$ cat src/rtl/mem_stage_lsu_pkg.sv
// Shared encodings for the memory-stage load/store unit: funct3 access
// widths, the ResultSrc value that marks a load, and the LSU state encoding.
package mem_stage_lsu_pkg;

    localparam int XLEN_DEFAULT = 32;

    // funct3 encodings for loads and stores
    localparam logic [2:0] F3_B  = 3'b000;
    localparam logic [2:0] F3_H  = 3'b001;
    localparam logic [2:0] F3_W  = 3'b010;
    localparam logic [2:0] F3_BU = 3'b100;
    localparam logic [2:0] F3_HU = 3'b101;

    // ResultSrc value that selects memory data, i.e. a load in MEM
    localparam logic [1:0] RESULT_SRC_LOAD = 2'b01;

    typedef enum logic [1:0] {
        LSU_IDLE = 2'd0,
        LSU_REQ  = 2'd1,
        LSU_RESP = 2'd2,
        LSU_DONE = 2'd3
    } lsu_state_t;

    // Halfword accesses (signed or unsigned) need addr[0] clear
    function automatic logic is_half(input logic [2:0] f3);
        return (f3 == F3_H) || (f3 == F3_HU);
    endfunction

endpackage

$ cat src/rtl/mem_stage_lsu_align.sv
// Combinational data alignment for the LSU: store lane replication and byte
// enables, misalignment detection, and load byte/half extraction with
// sign or zero extension.
module mem_stage_lsu_align
    import mem_stage_lsu_pkg::*;
(
    input  logic        is_mem,
    input  logic [2:0]  funct3,
    input  logic [1:0]  addr_lo,
    input  logic [31:0] store_data,
    output logic [31:0] wdata,
    output logic [3:0]  wstrb,
    output logic        misaligned,
    input  logic [2:0]  ld_funct3,
    input  logic [1:0]  ld_addr_lo,
    input  logic [31:0] rdata,
    output logic [31:0] ld_data
);

    logic [31:0] byte_rep;
    logic [3:0]  byte_strb;
    logic [7:0]  ld_byte;
    logic [15:0] ld_half;

    // Byte stores: the low byte is copied to every lane, one enable per lane
    genvar gi;
    generate
        for (gi = 0; gi < 4; gi++) begin : g_lane
            assign byte_rep[gi*8 +: 8] = store_data[7:0];
            assign byte_strb[gi]       = (addr_lo == 2'(gi));
        end
    endgenerate

    // Store data and byte enables by access width
    always_comb begin
        wdata = store_data;
        wstrb = 4'b1111;
        case (funct3[1:0])
            2'b00: begin
                wdata = byte_rep;
                wstrb = byte_strb;
            end
            2'b01: begin
                wdata = {2{store_data[15:0]}};
                wstrb = addr_lo[1] ? 4'b1100 : 4'b0011;
            end
            default: begin
                wdata = store_data;
                wstrb = 4'b1111;
            end
        endcase
    end

    // A halfword must sit on an even address, a word on a multiple of four
    always_comb begin
        misaligned = is_mem & ((is_half(funct3) & addr_lo[0]) |
                               ((funct3 == F3_W) & (addr_lo != 2'b00)));
    end

    // Load extraction uses the offset and width captured at issue time
    always_comb begin
        ld_byte = rdata[7:0];
        case (ld_addr_lo)
            2'b00:   ld_byte = rdata[7:0];
            2'b01:   ld_byte = rdata[15:8];
            2'b10:   ld_byte = rdata[23:16];
            default: ld_byte = rdata[31:24];
        endcase
        ld_half = ld_addr_lo[1] ? rdata[31:16] : rdata[15:0];
        case (ld_funct3)
            F3_B:    ld_data = {{24{ld_byte[7]}}, ld_byte};
            F3_H:    ld_data = {{16{ld_half[15]}}, ld_half};
            F3_BU:   ld_data = {24'd0, ld_byte};
            F3_HU:   ld_data = {16'd0, ld_half};
            default: ld_data = rdata;
        endcase
    end

endmodule

$ cat src/rtl/mem_stage_lsu.sv
// Memory-stage load/store unit. Issues each aligned load/store from the
// EX/MEM register as a valid/ready request, stalls the pipeline until it
// completes, and registers extended load data for MEM/WB.
module mem_stage_lsu
    import mem_stage_lsu_pkg::*;
#(
    parameter int XLEN = XLEN_DEFAULT
) (
    input  logic            clk,
    input  logic            rst,
    input  logic            MemWriteM,
    input  logic [1:0]      ResultSrcM,
    input  logic [2:0]      funct3M,
    input  logic [XLEN-1:0] ALUResultM,
    input  logic [XLEN-1:0] WriteDataM,
    output logic            StallM,
    output logic            MisalignedM,
    output logic [XLEN-1:0] ReadDataM,
    output logic            mem_req_valid,
    input  logic            mem_req_ready,
    output logic            mem_we,
    output logic [XLEN-1:0] mem_addr,
    output logic [XLEN-1:0] mem_wdata,
    output logic [3:0]      mem_wstrb,
    input  logic            mem_rsp_valid,
    input  logic [XLEN-1:0] mem_rdata
);

    lsu_state_t  state_reg, state_next;
    logic [2:0]  ld_funct3_reg;
    logic [1:0]  ld_off_reg;
    logic        is_load;
    logic        is_mem;
    logic        access;
    logic [31:0] al_wdata;
    logic [3:0]  al_wstrb;
    logic [31:0] al_ld_data;

    assign is_load = (ResultSrcM == RESULT_SRC_LOAD);
    assign is_mem  = MemWriteM | is_load;
    assign access  = is_mem & ~MisalignedM;

    mem_stage_lsu_align u_align (
        .is_mem     (is_mem),
        .funct3     (funct3M),
        .addr_lo    (ALUResultM[1:0]),
        .store_data (WriteDataM),
        .wdata      (al_wdata),
        .wstrb      (al_wstrb),
        .misaligned (MisalignedM),
        .ld_funct3  (ld_funct3_reg),
        .ld_addr_lo (ld_off_reg),
        .rdata      (mem_rdata),
        .ld_data    (al_ld_data)
    );

    // Stall covers the issue cycle and every wait state; DONE lets the pipe advance
    assign StallM        = ((state_reg == LSU_IDLE) & access) |
                           (state_reg == LSU_REQ) | (state_reg == LSU_RESP);
    assign mem_req_valid = (state_reg == LSU_REQ);

    // State register
    always_ff @(posedge clk or posedge rst) begin
        if (rst) begin
            state_reg <= LSU_IDLE;
        end else begin
            state_reg <= state_next;
        end
    end

    // Next-state logic; responses outside RESP are ignored
    always_comb begin
        state_next = state_reg;
        case (state_reg)
            LSU_IDLE: if (access)        state_next = LSU_REQ;
            LSU_REQ:  if (mem_req_ready) state_next = mem_we ? LSU_DONE : LSU_RESP;
            LSU_RESP: if (mem_rsp_valid) state_next = LSU_DONE;
            default:                     state_next = LSU_IDLE;
        endcase
    end

    // Request fields latched at issue and held through REQ; load data captured in RESP
    always_ff @(posedge clk or posedge rst) begin
        if (rst) begin
            mem_we        <= 1'b0;
            mem_addr      <= '0;
            mem_wdata     <= '0;
            mem_wstrb     <= 4'b0000;
            ld_funct3_reg <= 3'b000;
            ld_off_reg    <= 2'b00;
            ReadDataM     <= '0;
        end else begin
            if ((state_reg == LSU_IDLE) && access) begin
                mem_we        <= MemWriteM;
                mem_addr      <= {ALUResultM[XLEN-1:2], 2'b00};
                mem_wdata     <= MemWriteM ? al_wdata : '0;
                mem_wstrb     <= MemWriteM ? al_wstrb : 4'b0000;
                ld_funct3_reg <= funct3M;
                ld_off_reg    <= ALUResultM[1:0];
            end
            if ((state_reg == LSU_RESP) && mem_rsp_valid) begin
                ReadDataM <= al_ld_data;
            end
        end
    end

endmodule

$ cat config.mk
export PLATFORM = sky130hd
export DESIGN_NAME = mem_stage_lsu
export DESIGN_NICKNAME = d
export VERILOG_FILES = /design/src/rtl/mem_stage_lsu_pkg.sv /design/src/rtl/mem_stage_lsu_align.sv /design/src/rtl/mem_stage_lsu.sv
export SDC_FILE = /design/constraint.sdc
export NUM_CORES = 1
export LEC_CHECK = 0
export CAP_MARGIN = 20
export CORE_MARGIN = 4
export CORE_UTILIZATION = 30
export CTS_CLUSTER_DIAMETER = 40
export DETAILED_ROUTE_END_ITERATION = 8
export PLACE_DENSITY = 0.66
export SLEW_MARGIN = 20
export SYNTH_ARGS = -nofsm -noshare
export SYNTH_HDL_FRONTEND = slang
export SYNTH_SLANG_ARGS = --single-unit
$ cat constraint.sdc
create_clock -name clk -period 8.7 [get_ports clk]
set_input_delay 1.74 -clock clk [delete_from_list [all_inputs] [get_ports clk]]
set_output_delay 1.74 -clock clk [all_outputs]
set_load 0.005 [all_outputs]
# Yosys cells after proc, flatten, opt, wreduce, memory -nomap -nowiden

Cells that the tools add are included.

Logic and storage cells: 59
Bits of input ports: 106
Output and inout bits: 104
RAM bits: 0
ROM bits: 0
Latch bits: 0
Register bits after elaboration: 106
Memories: 0

Multiplexer cells: 13
Multiply operators: 0
Div/mod/pow operators: 0
Add/sub/neg operators: 0
Order comparisons: 0
Shift operators: 0
Equality and inequality tests: 18
Bitwise operators: 10
Reductions and logical operators: 10

Operators by type and width:

| kind                 | number |
|---|---|
| $pmux W32 S4         | 1 |
| $pmux W32 S2         | 1 |
| $mux W32             | 1 |
| $pmux W8 S3          | 1 |
| $mux W16             | 1 |
| $eq A2 B1 Y1 const B | 5 |
| $eq A3 B3 Y1 const B | 3 |
| $eq A2 B2 Y1 const B | 4 |
| $logic_not A2 Y1     | 4 |
| $mux W4              | 2 |
| $pmux W4 S2          | 1 |
| $eq A3 B1 Y1 const B | 2 |
| $mux W2              | 3 |
| $pmux W2 S3          | 1 |
| $and A1 B1 Y1        | 5 |
| $ne A2 B2 Y1 const B | 2 |
| $or A1 B1 Y1         | 4 |
| $eq A3 B2 Y1 const B | 1 |
| $logic_not A3 Y1     | 1 |
| $reduce_and A3 Y1    | 1 |
| $logic_and A1 B1 Y1  | 2 |
| $ne A2 B1 Y1 const B | 1 |
| $reduce_bool A2 Y1   | 1 |
| $logic_or A1 B1 Y1   | 1 |
| other kinds (2)      | 2 |

# Longest topological paths before layout

Depth in word-level cells: 10
Gate-level depth with buffers: 8
Depth with buffers taken out: 6

# Modules after synthesis

A second synthesis with hierarchy kept.

Cells, all modules: 515
Area, all modules: 5,333.9 µm²

Modules (own cells, without submodules):

| module              | sequential area each (µm²) | cells each | times used | area each (µm²) |
|---|---|---|---|---|
| mem_stage_lsu       | 2,652.5                    | 326        | 1          | 4,175.3 |
| mem_stage_lsu_align | 0.0                        | 189        | 1          | 1,158.6 |

# Worst setup path after synthesis

OpenSTA, ideal clock, no wires.

Kind: input port to output port
Start: input funct3M[0]
End: output StallM
Data required time: 6.960 ns
Stages on the path: 6
Buffers on the path: 2
Arrival time: 2.803 ns
Path slack: 4.157 ns
Cells stage by stage: nand2b_1 -> o211ai_2 -> nor3b_2 -> buf_6 -> buf_6 -> or3_1

Word-level cells in the longest chain between the ends: 10
Elaborated cells on any way between the ends: 13
Those cells by class: eq/ne (3); bitwise (9); reduce/logical (1)

RTL lines:

| element                                      | RTL line                  | source |
|---|---|---|
| start, declared                              | mem_stage_lsu.sv:13       | `input logic [2:0] funct3M,` |
| $eq A3 B1 Y1 or $eq A3 B3 Y1 (tied branches) | mem_stage_lsu_pkg.sv:26   | `return (f3 == F3_H) \|\| (f3 == F3_HU);` |
| $logic_or A1 B1 Y1                           | mem_stage_lsu_pkg.sv:26   |  |
| $and A1 B1 Y1                                | mem_stage_lsu_align.sv:56 | `misaligned = is_mem & ((is_half(funct3) & addr_lo[0]) \|` |
| $or A1 B1 Y1 *                               | mem_stage_lsu_align.sv:56 |  |
| $and A1 B1 Y1 *                              | mem_stage_lsu_align.sv:56 |  |
| $not A1 Y1 *                                 | mem_stage_lsu.sv:41       | `assign access = is_mem & ~MisalignedM;` |
| $and A1 B1 Y1 *                              | mem_stage_lsu.sv:41       |  |
| $and A1 B1 Y1 *                              | mem_stage_lsu.sv:58       | `assign StallM = ((state_reg == LSU_IDLE) & access) \|` |
| $or A1 B1 Y1 *                               | mem_stage_lsu.sv:58       |  |
| $or A1 B1 Y1 *                               | mem_stage_lsu.sv:59       | `(state_reg == LSU_REQ) \| (state_reg == LSU_RESP);` |
| end, declared                                | mem_stage_lsu.sv:16       | `output logic StallM,` |

Mark *: on every way between the ends. The rest lies on a longest branch, timed or not.

# Worst setup path in the final report

Same ends and word-level chain as after synthesis.

==> reports/summary.txt <==
Total setup buffers inserted after CTS: 0
Slowest-stage cell, CP: clkdlybuf4s50_1
Tot Pwr: 2427 uW
Initial Utilization: 30.62%
CP Buf/Inv Count: 2
Sequential-to-total area share from yosys stat: 50.08%
Unique cell type count in the Yosys netlist: 35
Layout cells sized above 1: 4.410%
Top delay family on crit path: buffers and inverters
Post-synth EDFFs: 0
CTS Sinks: 106
Minimum clock period: 5.920 ns
Primary FF master, synth: dfrtp_1
Vias in the first global route: 4740
Worst Path Required: 6.96 ns
Antenna cells: 0
Path type of the worst setup path: primary input to output pin
Die Height: 140.9 um
Slew Limit Fails: 0
Mapped Area: 5296 um^2
Clk_lat worst skew: 0.35 ns
Warnings from Yosys: 0
Slew headroom: 31.42%
Post_cts resized: 0
Critical path capture point type: output pin
Dpl ws: 2.787 ns
DR vias: 4484
Final wirelength: 15850 um
Largest net degree at the start of global routing: 74
Max IR drop VDD: 0.1338 mV
DR pass1 iterations: 4
Mapped Cells: 506
Most numerous cell in the Yosys netlist: dfrtp_1
Initial antenna violation count: 0
Hold Crit Class: flop to flop
Clock root buffer: clkbuf_16
Worst-Margin Slew: 1.029 ns
PnR worst setup slack: 2.780 ns
CTS tree: yes
Vias per inst: 4.832
H-Tree Depth: 3
Hold buffer count at cts: 0
Synth top area share: 50.08%
Worst Skew: 0.008415 ns
Post-detail-place hpwl: 11480 um
Layout area overhead: 47.86%
Row cnt: 48
Die area: 19840 um^2
Status: finished clean
Hold Violations, Final: 0
Crit path DAT: 4.18 ns
RSZ-0062 raised after global routing: false
Power Dens Cells: 309.9 nW/um^2
Max Root-Sink Buffers: 2
Overall routing resource usage: 15.95%
Area contributors post-synth: dfrtp_1, mux2_1, mux2i_1, nand2_1, o21ai_0
Total grt overflow: 0
Crit-path cells: clkdlybuf4s50_1, nand2b_1, o211ai_2, nor3b_4, or3_1, clkdlybuf4s50_1
First-pass GRT wire length: 25380 um
Synth area leader: dfrtp_1
Critical path peak fanout: 22
Largest regs: ReadDataM x32, mem_wdata x32, mem_addr x30
Die Wd: 140.9 um
FFs w/ async S/R, synth: 100.0%
Hold slack: 0.4877 ns
Commonest cells post-synth: dfrtp_1, nand2_1, mux2_1, mux2i_1, o21ai_0
IO Pins: 210
Synth Register Bits: 106
CTS Buf Count: 9
Area of the core: 17300 um^2
Routed WL per cell: 17.08 um
Setup TNS Final: 0 ns
Gpl congestion: 0.8258
Period utilisation layout: 68.05%
Critical Path Source Type: primary input
Maxcap violations: 0
Endpoints failing setup: 0
Residual DRC: 0
Register clock-pin slew on the reported worst setup and hold paths: 0.07 ns
Static Leak: 0.003301 uW
DRT iter0 DRCs: 190
Fmax: 168.9 MHz
Slowest stage delay, CP: 0.87 ns
Most frequent CP cell: clkdlybuf4s50_1
Syn Area/Cell: 10.47 um^2
Buffers added on ports: 207
Antenna viol nets, final: 0
Total Nets Final: 808
[layout make-up]
cell class / count / area [um^2]
clock buffer: 11 / 252.7
clock inverter: 5 / 60.06
fill: 1612 / 9465
inverter: 28 / 107.6
multi-input combinational: 338 / 2345
sequential: 106 / 2653
tap: 225 / 281.5
timing repair buffer: 215 / 2132
[cell usage in the layout (no fill, tap or decap), types with 2 or more instances in the layout]
master           instances
buf_4                    8
nand3_1                 28
conb_1                   2
nand2b_1                10
nand2_1                 67
a211oi_1                 4
a311oi_2                 2
o21ai_0                 29
dfrtp_1                106
or3_1                    9
nor2_1                   7
clkbuf_8                 2
clkdlybuf4s50_1        207
a21oi_1                 21
a21boi_0                 8
mux2i_1                 43
o21ai_1                 14
inv_1                   26
clkbuf_16                9
nor2b_1                 14
ha_1                     4
nand3b_1                 9
mux2_1                  53
o211ai_1                 4
[final timing paths]
path                               from            to  slack [ns]  cells after the start
max                          funct3M[0]        StallM        2.78                      6
min                        mem_addr[25]  mem_addr[25]        0.49                      1
max reg2reg                state_reg[0]  mem_addr[23]        6.33                      5
min reg2reg                mem_addr[25]  mem_addr[25]        0.49                      1
max in group asynchronous           rst  state_reg[0]        5.61                      3
min in group asynchronous           rst  mem_addr[10]        1.74                      2
[metal layers]
metal | routed length (um) | GRT usage [%] | vias to the layer above
met1 | 6742 | 19.67 | 2180
met5 | 0 | 0 | -
li1 | - | - | 2104
met3 | 1537 | 6.309 | 13
met2 | 7417 | 26.23 | 187
met4 | 154 | 4.029 | 0
[kinds of logic after synthesis]
logic type,synth area share [%]
buffers and inverters,5.835
adders and majority gates,0.9450
and+or+nand+nor,13.63
DFF,50.08
muxes,19.40
AOI/OAI and AO/OA,10.04
other,0.07080
[per-stage QoR]
| stage | cell area, um^2 | instances | util, % |
|---|---|---|---|
| global placement | 7511 | 911 | 43.42 |
| finish | 7831 | 928 | 45.28 |
| detailed placement | 7518 | 912 | 43.47 |
| CTS | 7831 | 928 | 45.28 |
| floorplan | 5300 | 507 | - |
| global route | 7831 | 928 | 45.28 |
[power breakdown]
part	total, uW	switching [uW]	internal, uW	leakage, uW
clock	431	190	240	0.000152
sequential	890	157	733	0.00130
combinational	1110	446	660	0.00184
No activity file was read; power rests on OpenSTA's default activity.
